==> src/rtl/mem_port_ctrl.sv <==
// Burst controller for one memory port: it drives write and read bursts and delays read strobes by RD_LAT.
// Optional overflow reject is enabled by defining MEM_PORT_CTRL_OVF_CHK_EN.
module mem_port_ctrl #(
   parameter int DATA_WIDTH = 32,
   parameter int ADDR_WIDTH = 8,
   parameter int RD_LAT     = 1
) (
   input  logic                  clk,
   input  logic                  rst_n,
   input  logic                  cmd_valid,
   output logic                  cmd_ready,
   input  logic                  cmd_we,
   input  logic [ADDR_WIDTH-1:0] cmd_addr,
   input  logic [ADDR_WIDTH-1:0] cmd_len,
   input  logic                  wdat_valid,
   input  logic [DATA_WIDTH-1:0] wdat,
   output logic                  wdat_ready,
   output logic [ADDR_WIDTH-1:0] addr0_b0,
   output logic                  ce0_b0,
   output logic                  we0_b0,
   output logic [DATA_WIDTH-1:0] d0_b0,
   output logic                  reg_en,
   output logic                  busy,
   output logic                  done,
   output logic                  err
);

   localparam logic [1:0] S_IDLE  = 2'd0;
   localparam logic [1:0] S_WRITE = 2'd1;
   localparam logic [1:0] S_READ  = 2'd2;
   localparam logic [1:0] S_DRAIN = 2'd3;

   localparam logic [RD_LAT:0]     L_ONE = 1;
   localparam logic [RD_LAT:0]     L_TOP = L_ONE << RD_LAT;
   localparam logic [ADDR_WIDTH-1:0] A_ONE = 1;

   logic [1:0]            r_state;
   logic [1:0]            w_nstate;
   logic [ADDR_WIDTH-1:0] r_addr;
   logic [ADDR_WIDTH-1:0] r_cnt;
   logic [RD_LAT:0]       r_sr;
   logic [RD_LAT:0]       r_lsr;
   logic                  r_wfin;
   logic                  r_busy;
   logic                  r_ce;
   logic                  r_we;
   logic [DATA_WIDTH-1:0] r_d;
   logic [ADDR_WIDTH-1:0] r_a;

   logic                  w_acc;
   logic                  w_ovf;
   logic                  w_go;
   logic                  w_wbeat;
   logic                  w_rce;
   logic                  w_last;
   logic [RD_LAT:0]       w_snext;
   logic [RD_LAT:0]       w_lnext;
   logic                  w_rdone;

   assign cmd_ready  = (r_state == S_IDLE);
   assign wdat_ready = (r_state == S_WRITE);

   assign w_acc   = cmd_valid && cmd_ready;
   assign w_go    = w_acc && !w_ovf;
   assign w_wbeat = wdat_ready && wdat_valid;
   assign w_rce   = (r_state == S_READ);
   assign w_last  = (r_cnt == '0);

   // Two parallel delay lines: every read strobe, and only the final read strobe.
   assign w_snext = (r_sr << 1) | (w_rce ? L_ONE : '0);
   assign w_lnext = (r_lsr << 1) | ((w_rce && w_last) ? L_ONE : '0);
   assign w_rdone = |(w_lnext & L_TOP);

`ifdef MEM_PORT_CTRL_OVF_CHK_EN
   logic [ADDR_WIDTH:0] w_sum;
   logic                r_err;

   assign w_sum = {1'b0, cmd_addr} + {1'b0, cmd_len};
   assign w_ovf = w_sum[ADDR_WIDTH];
   assign err   = r_err;

   always_ff @(posedge clk or negedge rst_n) begin
      if (!rst_n) r_err <= 1'b0;
      else if (w_acc && w_ovf) r_err <= 1'b1;
   end
`else
   assign w_ovf = 1'b0;
   assign err   = 1'b0;
`endif

   always_comb begin
      w_nstate = r_state;
      unique case (r_state)
         S_IDLE:  if (w_go) w_nstate = cmd_we ? S_WRITE : S_READ;
         S_WRITE: if (w_wbeat && w_last) w_nstate = S_IDLE;
         S_READ:  if (w_last) w_nstate = w_rdone ? S_IDLE : S_DRAIN;
         S_DRAIN: if (w_rdone) w_nstate = S_IDLE;
         default: w_nstate = S_IDLE;
      endcase
   end

   always_ff @(posedge clk or negedge rst_n) begin
      if (!rst_n) begin
         r_state <= S_IDLE;
         r_addr  <= '0;
         r_cnt   <= '0;
         r_sr    <= '0;
         r_lsr   <= '0;
         r_wfin  <= 1'b0;
         r_busy  <= 1'b0;
         r_ce    <= 1'b0;
         r_we    <= 1'b0;
         r_d     <= '0;
         r_a     <= '0;
      end else begin
         r_state <= w_nstate;
         r_busy  <= (w_nstate != S_IDLE);
         r_sr    <= w_snext;
         // Write completion and rejected commands join done at the output stage.
         r_lsr   <= w_lnext | ((r_wfin || (w_acc && w_ovf)) ? L_TOP : '0);
         r_wfin  <= w_wbeat && w_last;
         r_ce    <= w_wbeat || w_rce;
         r_we    <= w_wbeat;
         if (w_wbeat) r_d <= wdat;
         if (w_wbeat || w_rce) r_a <= r_addr;
         if (w_go) begin
            r_addr <= cmd_addr;
            r_cnt  <= cmd_len;
         end else if (w_wbeat || w_rce) begin
            r_addr <= r_addr + A_ONE;
            r_cnt  <= r_cnt - A_ONE;
         end
      end
   end

   assign addr0_b0 = r_a;
   assign ce0_b0   = r_ce;
   assign we0_b0   = r_we;
   assign d0_b0    = r_d;
   assign reg_en   = r_sr[RD_LAT];
   assign busy     = r_busy;
   assign done     = r_lsr[RD_LAT];

endmodule

==> config.mk <==
export PLATFORM = sky130hd
export DESIGN_NAME = mem_port_ctrl
export DESIGN_NICKNAME = d
export VERILOG_FILES = /design/src/rtl/mem_port_ctrl.sv
export SDC_FILE = /design/constraint.sdc
export NUM_CORES = 1
export LEC_CHECK = 0
export ABC_CLOCK_PERIOD_IN_PS = 1800
export BUFFER_PORTS_ARGS = -buffer_cell sky130_fd_sc_hd__clkbuf_2
export CAP_MARGIN = 10
export CORE_MARGIN = 8
export CORE_UTILIZATION = 44
export CTS_CLUSTER_DIAMETER = 60
export DETAILED_ROUTE_END_ITERATION = 8
export GPL_ROUTABILITY_DRIVEN = 0
export PLACE_DENSITY = 0.75
export SLEW_MARGIN = 0
export SYNTH_ARGS = -nofsm -noshare
export SYNTH_HDL_FRONTEND = slang
export SYNTH_SLANG_ARGS = --single-unit
==> constraint.sdc <==
create_clock -name clk -period 1.8 [get_ports clk]
set_clock_uncertainty 0.15 [all_clocks]
set_input_delay 0.36 -clock clk [delete_from_list [all_inputs] [get_ports clk]]
set_output_delay 0.36 -clock clk [all_outputs]
set_load 0.01 [all_outputs]
==> results.py <==
metrics = {
    "run": {
        "max_cap_viol_count": 0,
    },
    "setup_path": {
        "timing.rr.start": "r_state[1]$_DFF_PN0_",
        "worstPathCellList": "nand3b_1, buf_4, a2111oi_4, xnor2_1, a21oi_1",
        "reg2reg_depth": 5,
        "crit_path_top_delay_cell": "dfrtp_1",
        "crit_fanout": 10,
        "path_class": "reg -> reg",
        "critical-path-top-delay-family": "compound AO/OA/AOI/OAI gates",
        "r2r_slack_ns": 0.09,
        "crit_arrival_ns": 1.76,
        "critPathRequiredTime_ns": 1.85,
        "cp-startpoint": "r_state[1]$_DFF_PN0_",
        "rr_endpoint": "r_cnt[3]$_DFFE_PN0P_",
        "cp-end-kind": "register",
        "startpoint_type": "register",
        "worst_path_largest_cell_delay_ns": 0.40,
        "crit_buf_inv": 1,
    },
    "sta": {
        "period_share_pct": 95.1,
        "rsz0062_at_grt": "yes",
        "finalSetupTns_ns": 0,
        "whs_ns": 0.0702,
        "finalMaxSlewViolations": 0,
        "hold_violations": 0,
        "clock.fmax_mhz": 584,
        "fin_crit_ns": 1.71,
        "setup_viol": 0,
    },
    "grt": {
        "grt-ovfl-total": 0,
        "antenna_found_initial": 0,
        "grt_pass1_wl_mm": 11.0,
        "grt_max_degree": 67,
        "grt_util_all_layers_pct": 15.3,
        "grt_pass1_vias": 2444,
    },
    "layout": {
        "syn2layout_area_growth_pct": 31.4,
        "diodes": 0,
        "nets": 469,
        "fill_cells": 565,
        "multi_input_area_um2": 1070,
        "drive_above_1_share_pct": 33.7,
        "regArea_um2": 1650,
    },
    "placement": {
        "io_buffers": 99,
        "place_hpwl_mm": 5.01,
    },
    "clock_network": {
        "cts_max_level": 3,
        "clk_pin_slew_ns": 0.07,
        "cts_inserted_buffers": 9,
        "clock_sinks": 66,
        "clockBufferDepth": 2,
        "post_cts_buffers": 0,
        "clk-insertion-delay-late_ns": 0.32,
        "cts_tree": "yes",
        "cts_root_buf": "clkbuf_8",
    },
    "power": {
        "leakagePower_nw": 1.96,
        "ir_worst_vdd_uv": 824,
        "p_per_area_nw_per_um2": 1670,
    },
    "yosys": {
        "synth_warnings": 0,
        "ys_types": 39,
        "syn-num-nets": 355,
        "avgSynthCellArea_um2": 9.34,
        "synthCells": 300,
        "yosysSeqAreaShare_pct": 58.9,
        "ys_ff_latch": 66,
        "ys.flop_type": "dfrtp_1",
        "async_reset_ff_share_pct": 100,
        "netlist_area_um2": 2800,
        "synth-edff-count": 0,
    },
    "floorplan": {
        "dieArea_um2": 9180,
        "die_h_um": 95.8,
        "rows": 29,
        "core_um2": 6240,
        "ioPinCount": 101,
        "initial_utilization_pct": 44.9,
        "dieWidth_um": 95.8,
    },
    "status": {
        "run_status": "complete, no violations",
    },
    "drt": {
        "antenna_left": 0,
        "drtIter0Drc": 112,
        "routed_via_density": 4.78,
        "drc": 0,
        "dr.pass1.iters": 4,
        "via_count": 2372,
        "routed_wl_mm": 6.78,
        "wl_per_cell_um": 13.7,
    },
    "worst_hold_path": {
        "worstHoldPathCells": 3,
        "min_from": "wdat[22]",
        "hold-path-endpoint": "d0_b0[22]$_DFFE_PN0N_",
        "hp-class": "in -> reg",
    },
}
[Yosys cell counts, types with 3 or more instances]
cell,number,area share [%]
nand2_1,134,18
dfrtp_1,66,59
nor2_1,16,2.1
a21oi_1,10,1.8
clkbuf_1,6,0.80
o21ai_0,6,1.1
xor2_1,6,1.9
buf_2,5,0.89
xnor2_1,5,1.6
o211ai_1,4,1.1
inv_1,3,0.40
[how the worst max path moves through the flow]
stage,end,slack [ns],depth (start not counted)
after global placement,busy$_DFF_PN0_,0.12,6
after detailed placement,busy$_DFF_PN0_,0.05,6
after global routing,r_cnt[4]$_DFFE_PN0P_,-0.003,6
final,r_cnt[3]$_DFFE_PN0P_,0.09,5
after floorplan,busy$_DFF_PN0_,0.10,6
after CTS,busy$_DFF_PN0_,0.06,6
[registers in the layout (all words and copies together) (netlist names)]
register and count:
addr0_b0 8, busy 1, ce0_b0 1, d0_b0 32, r_addr 8, r_cnt 8, r_lsr 2, r_sr 2
r_state 2, r_wfin 1, we0_b0 1
[cell type report]
| cell class | count | area share [%] |
|---|---|---|
| multi-input cells | 215 | 29.2 |
| clock inverters | 5 | 1.46 |
| repair buffers | 117 | 17.5 |
| inverters | 5 | 0.510 |
| well taps | 77 | 2.62 |
| clock buffers | 11 | 3.84 |
| flip-flops and latches | 66 | 44.9 |
[kinds of logic after synthesis]
| kind of cell | count (synthesis) | synth area share [%] |
|---|---|---|
| simple gates | 168 | 25.1 |
| flops | 66 | 58.9 |
| compound gates | 33 | 8.21 |
| buf+inv | 19 | 3.30 |
| xor+xnor | 11 | 3.44 |
| fa+ha+maj | 2 | 0.893 |
| other cells | 1 | 0.134 |
[routing by layer]
metal / track usage, % / up-vias / wire length [um]
met5: 0 / - / 0
met4: 7.55 / 0 / 131
met3: 3.12 / 10 / 481
met2: 25.4 / 71 / 3360
met1: 18.6 / 1097 / 2800
li1: - / 1194 / -
[per-stage QoR]
| stage | setup WS, ns | util (%) | instance area (um2) | std cells | power (mW) |
|---|---|---|---|---|---|
| after floorplan | 0.102 | - | 2810 | 300 | 3.93 |
| after global placement | 0.117 | 55.5 | 3470 | 479 | 4.87 |
| after detailed placement | 0.0482 | 55.5 | 3470 | 479 | 4.98 |
| after CTS | 0.0572 | 58.8 | 3670 | 496 | 6.21 |
| after global routing | -0.00303 | 59.0 | 3680 | 496 | 6.63 |
| final | 0.0880 | 59.0 | 3680 | 496 | 6.15 |
[placed cells by master (no fill, tap or decap), types with 2 or more instances in the layout]
| cell | netlist | final |
|---|---|---|
| o2111ai_1 | 2 | 2 |
| a211oi_1 | 2 | 2 |
| clkbuf_8 | 0 | 10 |
| xnor2_1 | 5 | 5 |
| o21ai_0 | 6 | 5 |
| nand4_1 | 2 | 2 |
| clkbuf_2 | 0 | 98 |
| buf_4 | 2 | 16 |
| a31oi_1 | 2 | 2 |
| inv_2 | 2 | 2 |
| nor2_1 | 16 | 15 |
| o211ai_1 | 4 | 4 |
| a21oi_1 | 10 | 10 |
| clkinv_2 | 0 | 3 |
| xor2_1 | 6 | 6 |
| nand3b_1 | 2 | 2 |
| and2b_1 | 2 | 2 |
| nor3_1 | 2 | 2 |
| nand2_1 | 134 | 134 |
| dfrtp_1 | 66 | 65 |
| nand3_1 | 2 | 2 |
| inv_1 | 3 | 3 |
[worst register-to-register path: cells and delay by family (launching register included)]
kind / cells / cell delay (ns)
buf+inv: 1 / 0.21
compound gates: 2 / 0.45
flops: 1 / 0.40
xor+xnor: 1 / 0.17
simple gates: 1 / 0.21
[timing repair]
action	4_1_cts	5_1_grt
gates resized for setup	0	5
hold endpoints to repair	66	0
hold buffers	1	0
endpoints found under the setup margin	0	4
[report_power, final]
part           leakage, nW  internal, mW  switching, mW  total, mW
Clock                0.103         0.673          0.534       1.21
Sequential           0.807          2.15          0.464       2.61
Combinational         1.05          1.03           1.31       2.34
Total                 1.96          3.85           2.30       6.15
Note: power is estimated with default switching activity, not from simulation.
